[src/rtl/k051962_plane_serializer.sv]
// k051962_plane_serializer: per-plane tile-row serializer with a two-tile window
// and fine horizontal scroll. It emits one 4-bit colour index and its attribute per pixel enable.
module k051962_plane_serializer (
    input  logic        clk_24M,
    input  logic        nRES,
    input  logic        PIX_CE,
    input  logic        TILE_LD,
    input  logic [31:0] ROM_D,
    input  logic [7:0]  COL_IN,
    input  logic [2:0]  FINE,
    input  logic        FLIPX_EN,
    input  logic        FLIP_SCREEN,
    input  logic        BLANK,
    output logic [3:0]  PIX,
    output logic [7:0]  PIX_COL,
    output logic        OPAQUE
);
    logic [31:0] cur, nxt, rom_f, src;
    logic [7:0]  cur_col, nxt_col, sel_col;
    logic [2:0]  p, fq;
    logic [3:0]  idx, sel_pix;
    logic        flip;

    assign flip = (FLIPX_EN & COL_IN[0]) ^ FLIP_SCREEN;

    // Tiles are stored flip-corrected, so the shifter never needs to know about flips.
    always_comb begin
        rom_f = ROM_D;
        for (int k = 0; k < 8; k++)
            rom_f[31-4*k -: 4] = flip ? ROM_D[4*k+3 -: 4] : ROM_D[31-4*k -: 4];
    end

    assign idx     = {1'b0, p} + {1'b0, fq};
    assign src     = idx[3] ? nxt : cur;
    assign sel_col = idx[3] ? nxt_col : cur_col;
    assign sel_pix = src[5'd28 - {idx[2:0], 2'b00} +: 4];

    always_ff @(posedge clk_24M or negedge nRES) begin
        if (!nRES) begin
            cur     <= '0;
            nxt     <= '0;
            cur_col <= '0;
            nxt_col <= '0;
            p       <= '0;
            fq      <= '0;
            PIX     <= '0;
            PIX_COL <= '0;
            OPAQUE  <= 1'b0;
        end else if (PIX_CE) begin
            PIX     <= BLANK ? 4'd0 : sel_pix;
            PIX_COL <= BLANK ? 8'd0 : sel_col;
            OPAQUE  <= !BLANK && (sel_pix != 4'd0);
            if (TILE_LD) begin
                cur     <= nxt;
                cur_col <= nxt_col;
                nxt     <= rom_f;
                nxt_col <= COL_IN;
                p       <= '0;
                fq      <= FINE;
            end else begin
                p <= p + 3'd1;
            end
        end
    end
endmodule
[config.mk]
export PLATFORM = sky130hd
export DESIGN_NAME = k051962_plane_serializer
export DESIGN_NICKNAME = d
export VERILOG_FILES = /design/src/rtl/k051962_plane_serializer.sv
export SDC_FILE = /design/constraint.sdc
export NUM_CORES = 1
export LEC_CHECK = 0
export ABC_AREA = 1
export BUFFER_PORTS_ARGS = -buffer_cell sky130_fd_sc_hd__buf_2
export CAP_MARGIN = 20
export CORE_MARGIN = 3
export CORE_UTILIZATION = 40
export DETAILED_ROUTE_END_ITERATION = 12
export PLACE_DENSITY = 0.59
export SLEW_MARGIN = 20
export SYNTH_ARGS = -nofsm -noshare
export SYNTH_HDL_FRONTEND = slang
export SYNTH_SLANG_ARGS = --single-unit
[constraint.sdc]
create_clock -name clk_24M -period 2.4 [get_ports clk_24M]
set_input_delay 0.48 -clock clk_24M [delete_from_list [all_inputs] [get_ports clk_24M]]
set_output_delay 0.48 -clock clk_24M [all_outputs]
set_load 0.03 [all_outputs]
=== After elaboration in Yosys (flattened, before gate mapping) ===
Cells that the tools add are included.

* Shift operators: 1
* Add/sub/neg operators: 3
* Bitwise logic cells: 2
* Reductions and logical operators: 4
* Muxes and demuxes: 13

{| class="wikitable"
|+ Operators with widths
! operator !! count
|-
| 4-bit two-way mux || 9
|-
| 32-bit two-way mux || 1
|-
| 32-bit by 6-bit indexed part select with 4-bit output || 1
|-
| 8-bit two-way mux || 2
|-
| 5-bit subtractor (first input constant) || 1
|-
| 3-bit by 3-bit adder with 4-bit output || 1
|-
| 4-bit nonzero test || 1
|-
| 3-bit by 1-bit adder with 3-bit output (second input constant) || 1
|-
| 3-bit two-way mux || 1
|-
| 2-bit AND reduction || 1
|-
| 1-bit bitwise AND || 1
|-
| 1-bit logical AND || 1
|-
| 1-bit logical NOT || 1
|-
| 1-bit bitwise XOR || 1
|}

* Output and inout bits: 13
* Register bits after elaboration: 99
* Logic and storage cells: 32
* Input bits: 50

=== Logic depth before layout (Yosys ltp) ===
Gate-level depths: netlist (run 1).

* Depth after elaboration: 5
* Mapped depth: 14
* Depth with buffers taken out: 14

=== Worst setup path before layout (run 1) ===
No wires, ideal clock.

* Path kind: reg-to-reg
* Start: register p[0]
* End: register OPAQUE
* Arrival: 1.926 ns
* Buffers on the path: 1
* Stages on the path, launching flop included: 14
* Setup time: 0.117 ns
* Required time: 2.283 ns
* Setup slack: 0.357 ns
* Period minus slack after synthesis: 2.043 ns
* Cells stage by stage: dfrtp_1 > ha_1 > inv_1 > fa_1 > clkbuf_1 > inv_1 > nand3_1 > nand3_1 > nand2_1 > inv_1 > nor2_1 > nand2_1 > nand2_1 > nand2_1

* Longest elaborated chain between the ends: 5
* Elaborated cells on any way between the ends: 6
* Those cells by class: add/sub (2); shift (1); mux (1); reduce/logical (2)

{| class="wikitable"
|+ RTL lines
! element !! line !! RTL
|-
| start: declaration || 20 || <nowiki>logic [2:0] p, fq;</nowiki>
|-
| start signal: assignment || 61 || <nowiki>p <= p + 3'd1;</nowiki>
|-
| 3-bit by 3-bit adder with 4-bit output * || 33 || <nowiki>assign idx = {1'b0, p} + {1'b0, fq};</nowiki>
|-
| 5-bit subtractor / 32-bit two-way mux (equally long branches) || 36, 34 ||
|-
| 32-bit by 6-bit indexed part select with 4-bit output * || 36 || <nowiki>assign sel_pix = src[5'd28 - {idx[2:0], 2'b00} +: 4];</nowiki>
|-
| 4-bit nonzero test * || 52 || <nowiki>OPAQUE <= !BLANK && (sel_pix != 4'd0);</nowiki>
|-
| 1-bit logical AND * || 52 ||
|-
| end signal: assignment || 52 ||
|-
| end: declaration || 16 || <nowiki>output logic OPAQUE</nowiki>
|}

Every way passes the cells marked *; elsewhere a longest branch is shown, timed or not.
A chain may end at the register's enable or synchronous reset.

=== Worst setup path in the final report (run 1) ===
Ends and elaborated chain as after synthesis.

==> results_dict.tcl, run 1 <==
set metrics [dict create \
    netlist_instances 607 \
    drc 0 \
    ys_seq_elements 99 \
    skew_ps 5.77 \
    setup_viol 0 \
    start_kind "register" \
    maxCapViolCount 0 \
    power_frac_seq 0.407 \
    antenna_left 0 \
    antenna_found_initial 0 \
    placed_cell_area_um2 5230 \
    firstDrtPassIters 5 \
    ios 63 \
    gp_congestion 0.853 \
    ys_seq_area_frac 0.516 \
    wirelength_um 11600 \
    overflow 0 \
    pwr_density_cell_nw_per_um2 943 \
    clkTransAtPathRegs_ps 60 \
    cts_buffers 9 \
    final_common_cell "nand2_1" \
    layout.nets 708 \
    arrival_ps 2450 \
    internal_power_mw 3.44 \
    wl_per_cell_um 14.5 \
    crit_buf_inv 2 \
    core-area_um2 11600 \
    worst_ir_drop_vdd_mv 0.377 \
    tns_ps 0 \
    pwr-share-comb 0.299 \
    syn_avg_cell_area_um2 7.91 \
    grt_max_degree 84 \
    drtIter0Drc 387 \
    p_clk_frac 0.294 \
    worstPathMaxFanout 8 \
    fmax_mhz 453 \
    fin_crit_sh 0.919 \
    crit_top_cell "nand2_1" \
    crit_required_ps 2640 \
    root_buffer "clkbuf_16" \
    synth_area_leaders "dfrtp_1 (52%), nand2_1 (13%), o21ai_0 (8.6%)" \
    fin_util 0.481 \
    grt_use_total 0.182 \
    crit_slowest_cell "fa_1" \
    syn-cell-area_um2 4800 \
    grt_pass1_vias 4005 \
    antenna-diode-count 0 \
    final_cell_mix "nand2_1 (162), dfrtp_1 (99), o21ai_0 (82)" \
    num_vias 4125 \
    path_class "register to register" \
    start_util 0.415 \
    htree_levels 3 \
    tritoncts "yes" \
    p_leak_nw 2.82 \
    critical_path.max_stage_delay_ps 450 \
    min_period_ps 2210 \
    rsz0062_at_grt "no" \
    min_path_type "input pin to async pin" \
    relSlewSlack 0.441 \
    io_buffers 62 \
    grt_pass1_wl_um 19300 \
    synth_top_area_share 0.516 \
    yosys_warnings 0 \
    viasPerCell 5.16 \
    endpoint_kind "register" \
    yosysUniqueCellTypes 22 \
    path_cells "ha_1 > inv_1 > fa_1 > inv_1 > nand3_1 > nand3_1 > nand2_1 > nor2_1 > nand2_1 > nand2_1 > nand2_1" \
    layout.cells.non_filler 800 \
    p_sw_mw 1.80 \
    r2r_setup_slack_ps 190 \
    cp_top_family "adder cells" \
    area_delta_synth_final_pct 15.9 \
    dp_hpwl_um 7660 \
    clk_latency_ps 340 \
    rows 39 \
    outcome "finished clean" \
    dieArea_um2 13300 \
    die_w_um 116 \
    synthesis.nets 662 \
    tightest_slew_ps 838 \
    dp_cells 785 \
    final_hold_viol_count 0 \
    synth.largest_area_cell "dfrtp_1" \
    cts_sinks 99 \
    slew_violations 0 \
    die_h_um 116 \
    p_sw_frac 0.344 \
    cts_buffer_depth 2 \
    fin_area_um2 5560 \
    drive_above_1_share 0.146 \
    post_cts_buffers 0 \
]
-- power by group through the flow --
stage | Sequential (mW) | Clock [mW] | Combinational, mW
after floorplan | 2.23 | 0 | 1.00
after global routing | 2.17 | 1.65 | 1.78
after CTS | 2.13 | 1.58 | 1.57
after detailed placement | 2.16 | 0 | 1.56
final | 2.13 | 1.54 | 1.57
after global placement | 2.15 | 0 | 1.54
-- synthesized netlist by cell type, drive strengths merged --
cell type,instances
nor2,44
buf,11
fa,1
xor2,1
a21oi,4
a22o,3
a21o,1
o22ai,32
ha,4
nand3,67
clkbuf,28
inv,60
nand2,163
dfrtp,99
o21ai,82
nand3b,7
-- cells by family after synthesis --
group           synth area share
simple gates               0.245
compound gates             0.139
buf+inv                   0.0832
flops                      0.516
fa+ha+maj                 0.0146
xor+xnor                 0.00183
-- flip-flops by register name, indices dropped and copies added, names as in the netlist --
| register | count |
|---|---|
| cur | 32 |
| nxt | 32 |
| PIX_COL | 8 |
| cur_col | 8 |
| nxt_col | 8 |
| PIX | 4 |
| fq | 3 |
| p | 3 |
| OPAQUE | 1 |
-- path summary, 6_finish.rpt --
kind | from | endpoint | cells past startpoint
worst min-delay path | nRES | p[0] | 1
worst max-delay path | p[0] | OPAQUE | 11
max in group asynchronous | nRES | cur[22] | 2
worst min register to register | cur_col[4] | cur_col[4] | 2
worst max register to register | p[0] | OPAQUE | 11
min in group clk_24M | COL_IN[5] | nxt_col[5] | 3
-- per-stage QoR --
stage	setup WS, ps	power (mW)	hold WS [ps]
2_1_floorplan	357	3.23	184
3_3_place_gp	207	3.68	456
3_5_place_dp	232	3.72	457
4_1_cts	178	5.28	80.6
5_1_grt	20.1	5.59	98.1
6_report	193	5.24	71.4
-- per-layer routing --
layer	routed length, µm	global-route usage	vias to the layer above
li1	-	-	2062
met1	5640	0.257	1961
met2	5220	0.280	88
met3	562	0.0376	14
met4	158	0.0610	0
met5	0	0	-
-- final cells by class --
cell class,count,area [µm²]
fillers,1100,6000
flip-flops and latches,99,2480
multi-input cells,409,1930
repair buffers,74,428
clock buffers,10,239
inverters,60,228
well taps,143,179
clock inverters,5,77.6
-- repair_timing --
| action | 4_1_cts | 5_1_grt |
|---|---|---|
| hold buffers | 0 | 0 |
| gates resized for setup | 0 | 3 |
| endpoints found under the setup margin | 0 | 1 |
| endpoints found under the hold margin | 0 | 0 |
-- worst reg2reg max path: stages, from the launching register on --
cell,delay (ps)
dfrtp_1,420
ha_1,250
inv_1,70
fa_1,450
inv_1,280
nand3_1,160
nand3_1,110
nand2_1,80
nor2_1,120
nand2_1,60
nand2_1,50
nand2_1,40
Note: power is estimated with default switching activity, not from simulation.
==> run 2, diff against run 1 <==
--- a/config.mk
+++ b/config.mk
@@ -8,10 +8,12 @@
 export ABC_AREA = 1
 export BUFFER_PORTS_ARGS = -buffer_cell sky130_fd_sc_hd__buf_2
 export CAP_MARGIN = 20
+export CELL_PAD_IN_SITES_DETAIL_PLACEMENT = 1
+export CELL_PAD_IN_SITES_GLOBAL_PLACEMENT = 1
 export CORE_MARGIN = 3
 export CORE_UTILIZATION = 40
 export DETAILED_ROUTE_END_ITERATION = 12
-export PLACE_DENSITY = 0.59
+export PLACE_DENSITY = 0.75
 export SLEW_MARGIN = 20
 export SYNTH_ARGS = -nofsm -noshare
 export SYNTH_HDL_FRONTEND = slang
==> run 2 against run 1 <==
  * Final cell count rose by 0.38%
  * Global-route usage increased by 2.4 points
  * Power grew 0.93%
  * Sequential cell count is the same
  * First-iteration DRC count is 20% lower
  * Critical endpoint unchanged
  * Largest power group unchanged
  * Non-clock buffer count grew 2
  * Clock-buffer cell count increased by 2
  * Clock power is essentially flat
  * Design area up 0.54%
  * Core utilization rose by 0.26 points
==> results_dict.tcl, run 2 (synthesized netlist as in run 1, its figures left out) <==
set metrics [dict create \
    slew_violations 0 \
    viasPerCell 5.30 \
    htree_levels 3 \
    final_common_cell "nand2_1" \
    antenna-diode-count 0 \
    crit_top_cell "nand2_1" \
    grt_pass1_wl_um 21600 \
    ios 63 \
    die_h_um 116 \
    final_cell_mix "nand2_1 (162), dfrtp_1 (99), o21ai_0 (82)" \
    io_buffers 62 \
    firstDrtPassIters 4 \
    arrival_ps 2460 \
    outcome "finished clean" \
    overflow 0 \
    wl_per_cell_um 16.4 \
    min_period_ps 2220 \
    crit_slowest_cell "fa_2" \
    r2r_setup_slack_ps 180 \
    endpoint_kind "register" \
    r2r_end "OPAQUE" \
    cts_sinks 99 \
    post_cts_buffers 0 \
    start_util 0.415 \
    grt_max_degree 84 \
    clkTransAtPathRegs_ps 70 \
    crit_required_ps 2640 \
    cts_buffer_depth 2 \
    start_kind "register" \
    fin_crit_sh 0.923 \
    drive_above_1_share 0.150 \
    ff2ff_path_depth 12 \
    path_class "register to register" \
    wirelength_um 13100 \
    num_vias 4254 \
    rows 39 \
    area_delta_synth_final_pct 16.5 \
    layout.nets 710 \
    cts_buffers 9 \
    fin_util 0.483 \
    critical_path.max_stage_delay_ps 660 \
    dp_hpwl_um 9080 \
    dieArea_um2 13300 \
    worst_ir_drop_vdd_mv 0.375 \
    clk_latency_ps 340 \
    core-area_um2 11600 \
    antenna_found_initial 0 \
    tightest_slew_ps 812 \
    gp_congestion 0.831 \
    tritoncts "yes" \
    skew_ps 6.60 \
    die_w_um 116 \
    antenna_left 0 \
    fmax_mhz 451 \
    drtIter0Drc 311 \
    final_hold_viol_count 0 \
    cp_top_family "adder cells" \
    reg2reg_from "p[0]" \
    root_buffer "clkbuf_16" \
    top_regs "cur: 32 flops, nxt: 32 flops" \
    rsz0062_at_grt "no" \
    relSlewSlack 0.458 \
    tns_ps 0 \
    crit_buf_inv 3 \
    worstPathMaxFanout 9 \
    drc 0 \
    min_path_type "input pin to async pin" \
    maxCapViolCount 0 \
    setup_viol 0 \
    pwr_density_cell_nw_per_um2 947 \
    path_cells "ha_1 > inv_1 > fa_2 > inv_1 > nand3_1 > nand3_1 > nand2_1 > inv_1 > nor2_1 > nand2_1 > nand2_1 > nand2_1" \
    p_leak_nw 2.83 \
    grt_pass1_vias 4294 \
    grt_use_total 0.206 \
]
-- run 2: cell types whose count changed in the layout (fill, tap and decap cells not counted) --
cell / delta
buf_12: +2
bufinv_16: -1
clkbuf_8: +2
fa_1: -1
fa_2: +1
inv_2: +1
inv_4: -1
xor2_1: +1
xor2_2: -1
-- run 2: where the power goes --
group	switching, mW	internal (mW)	total, mW
registers	0.160	1.96	2.12
clock network	0.634	0.890	1.52
logic	1.08	0.563	1.64
-- run 2: final cells by class --
| type | count | area (µm²) |
|---|---|---|
| clock inverter | 4 | 47.5 |
| tap | 143 | 179 |
| clock buffer | 12 | 267 |
| inverter | 60 | 225 |
| fill | 1456 | 5970 |
| multi-input combinational | 409 | 1930 |
| sequential | 99 | 2480 |
| timing repair buffer | 76 | 468 |
-- run 2: worst max-delay path by stage --
stage	slack, ps	startpoint	endpoint	cells after the start
floorplan	360	p[0]	OPAQUE	13
global placement	260	p[0]	OPAQUE	12
detailed placement	90	p[0]	OPAQUE	12
finish	180	p[0]	OPAQUE	12
CTS	80	p[0]	OPAQUE	12
global route	20	p[0]	OPAQUE	12
-- run 2: through the flow --
step                cell area, µm²  instances  power, mW  hold WS (ps)  setup WS, ps
detailed placement            5270        787       3.79           415          91.7
finish                        5590        803       5.29          43.2           185
global route                  5590        803       5.65          52.9          22.9
global placement              5270        787       3.72           406           263
CTS                           5590        803       5.33          41.3          81.2
floorplan                     4800        607       3.23           184           357
-- run 2: worst register-to-register path, cell delays in order (launching register included) --
cell and delay (ps):
dfrtp_1 390, ha_1 220, inv_1 70, fa_2 660
inv_1 180, nand3_1 130, nand3_1 80, nand2_1 80
inv_1 50, nor2_1 90, nand2_1 60, nand2_1 50
nand2_1 40
-- run 2: timing repair --
action / in CTS / in global routing
hold endpoints to repair: 0 / 0
endpoints found under the setup margin: 0 / 1
hold buffers: 0 / 0
gates resized for setup: 0 / 1
-- run 2: per-layer routing --
metal | global-route usage | wire length, µm | vias to the layer above
li1 | - | - | 2074
met1 | 0.300 | 6460 | 2082
met2 | 0.309 | 5950 | 83
met3 | 0.0449 | 547 | 15
met4 | 0.0626 | 172 | 0
met5 | 0 | 0 | -
==> run 3, diff against run 2 <==
--- a/config.mk
+++ b/config.mk
@@ -14,6 +14,7 @@
 export CORE_UTILIZATION = 40
 export DETAILED_ROUTE_END_ITERATION = 12
 export PLACE_DENSITY = 0.75
+export SETUP_SLACK_MARGIN = 0.5
 export SLEW_MARGIN = 20
 export SYNTH_ARGS = -nofsm -noshare
 export SYNTH_HDL_FRONTEND = slang
==> run 3 against run 2 <==
  * Final cell count increased by 2.4%
  * Sequential cell count unchanged
  * Register-to-register slack improved by 160 ps
  * Wire length up 7.6%
  * Sequential power is essentially flat
  * Largest cell class unchanged
==> results_dict.tcl, run 3 (synthesized netlist as in run 1, its figures left out) <==
set metrics [dict create \
    drtIter0Drc 210 \
    grt_max_degree 62 \
    antenna-diode-count 0 \
    drive_above_1_share 0.224 \
    viasPerCell 5.27 \
    rsz0062_at_grt "yes" \
    fin_crit_sh 0.856 \
    p_sw_mw 2.09 \
    fin_util 0.514 \
    internal_power_mw 3.56 \
    grt_use_total 0.218 \
    core-area_um2 11600 \
    min_period_ps 2060 \
    clkTransAtPathRegs_ps 70 \
    dieArea_um2 13300 \
    firstDrtPassIters 4 \
    htree_levels 3 \
    arrival_ps 2300 \
    top_regs "cur: 32 flops, nxt: 32 flops" \
    pwr_density_cell_nw_per_um2 950 \
    tns_ps 0 \
    rows 39 \
    p_leak_nw 2.97 \
    maxCapViolCount 0 \
    min_path_type "input pin to async pin" \
    power_frac_seq 0.377 \
    p_sw_frac 0.370 \
    drc 0 \
    final_hold_viol_count 0 \
    die_w_um 116 \
    endpoint_kind "register" \
    layout.nets 729 \
    final_common_cell "nand2_1" \
    io_buffers 62 \
    root_buffer "clkbuf_16" \
    antenna_left 0 \
    fmax_mhz 487 \
    final_cell_mix "nand2_1 (154), dfrtp_1 (99), o21ai_0 (82)" \
    crit_required_ps 2650 \
    cts_buffer_depth 2 \
    slew_violations 0 \
    die_h_um 116 \
    cts_sinks 99 \
    grt_pass1_wl_um 22600 \
    skew_ps 7.03 \
    num_vias 4334 \
    clk_latency_ps 350 \
    dp_cells 790 \
    cts_buffers 9 \
    outcome "finished clean" \
    start_util 0.415 \
    wl_per_cell_um 17.2 \
    fin_total_pwr_mw 5.65 \
    start_kind "register" \
    tritoncts "yes" \
    overflow 0 \
    gp_congestion 0.803 \
    worstPathMaxFanout 6 \
    setup_viol 0 \
    pwr-share-comb 0.378 \
    ios 63 \
    layout.cells.non_filler 822 \
    path_class "register to register" \
    wirelength_um 14100 \
    p_clk_frac 0.246 \
    relSlewSlack 0.440 \
    dp_hpwl_um 9270 \
    antenna_found_initial 0 \
    grt_pass1_vias 4419 \
    worst_ir_drop_vdd_mv 0.452 \
    tightest_slew_ps 839 \
    area_delta_synth_final_pct 24.0 \
]
[run 3: layer usage]
layer	routed length, µm	part of all wire	GRT usage	vias up
li1	-	-	-	2110
met1	6630	0.47	0.300	2128
met2	6750	0.48	0.351	85
met3	616	0.044	0.0507	11
met4	131	0.0093	0.0540	0
met5	0	0	0	-
[run 3: power groups by stage]
stage                     combinational [mW]  clock, mW  sequential, mW
after floorplan                         1.01          0            2.23
after global placement                  1.60          0            2.14
after detailed placement                1.64          0            2.16
after CTS                               1.86       1.43            2.13
after global routing                    2.36       1.49            2.17
final                                   2.13       1.39            2.13
[run 3: worst paths after layout]
check / startpoint / end / slack (ps) / cells after the start
min in group clk_24M: COL_IN[2] / nxt_col[2] / 320 / 3
min reg2reg: cur_col[5] / cur_col[5] / 480 / 2
min: nRES / OPAQUE / 90 / 1
max: p[2] / OPAQUE / 340 / 14
max in group asynchronous: nRES / nxt_col[4] / 1640 / 2
max reg2reg: p[2] / OPAQUE / 340 / 14
[run 3: repair_timing]
item | CTS | global route
setup buffers | 9 | 5
hold buffers | 0 | 0
pin swaps | 6 | 12
gates resized for setup | 22 | 30
endpoints found under the setup margin | 5 | 5
cloned | 1 | 1
hold endpoints to repair | 0 | 0
[run 3: area by class of cell]
type,count,area (µm²)
Clock inverter,3,21.3
Sequential cell,99,2480
Clock buffer,13,260
Inverter,60,233
Fill cell,1401,5620
Tap cell,143,179
Multi-Input combinational cell,409,2110
Timing Repair Buffer,95,667
[run 3: critical path: stages (launching register included)]
cell and delay (ps):
dfrtp_1 420, ha_4 290, nand3_4 100, nand3_4 160
inv_6 140, buf_8 140, nand2_2 50, nand3_1 90
nand3_1 120, nand3_2 110, nand2_2 70, nor2_2 100
nand2_1 60, nand2_1 50, nand2_1 50
[run 3: metrics by stage]
stage / hold WS, ps / instance area [µm²] / setup slack (ps)
6_report: 85.1 / 5950 / 345
5_1_grt: 102 / 5950 / 205
4_1_cts: 91.9 / 5760 / 401
3_5_place_dp: 465 / 5270 / 86.5
3_3_place_gp: 456 / 5270 / 55.7
2_1_floorplan: 184 / 4800 / 505
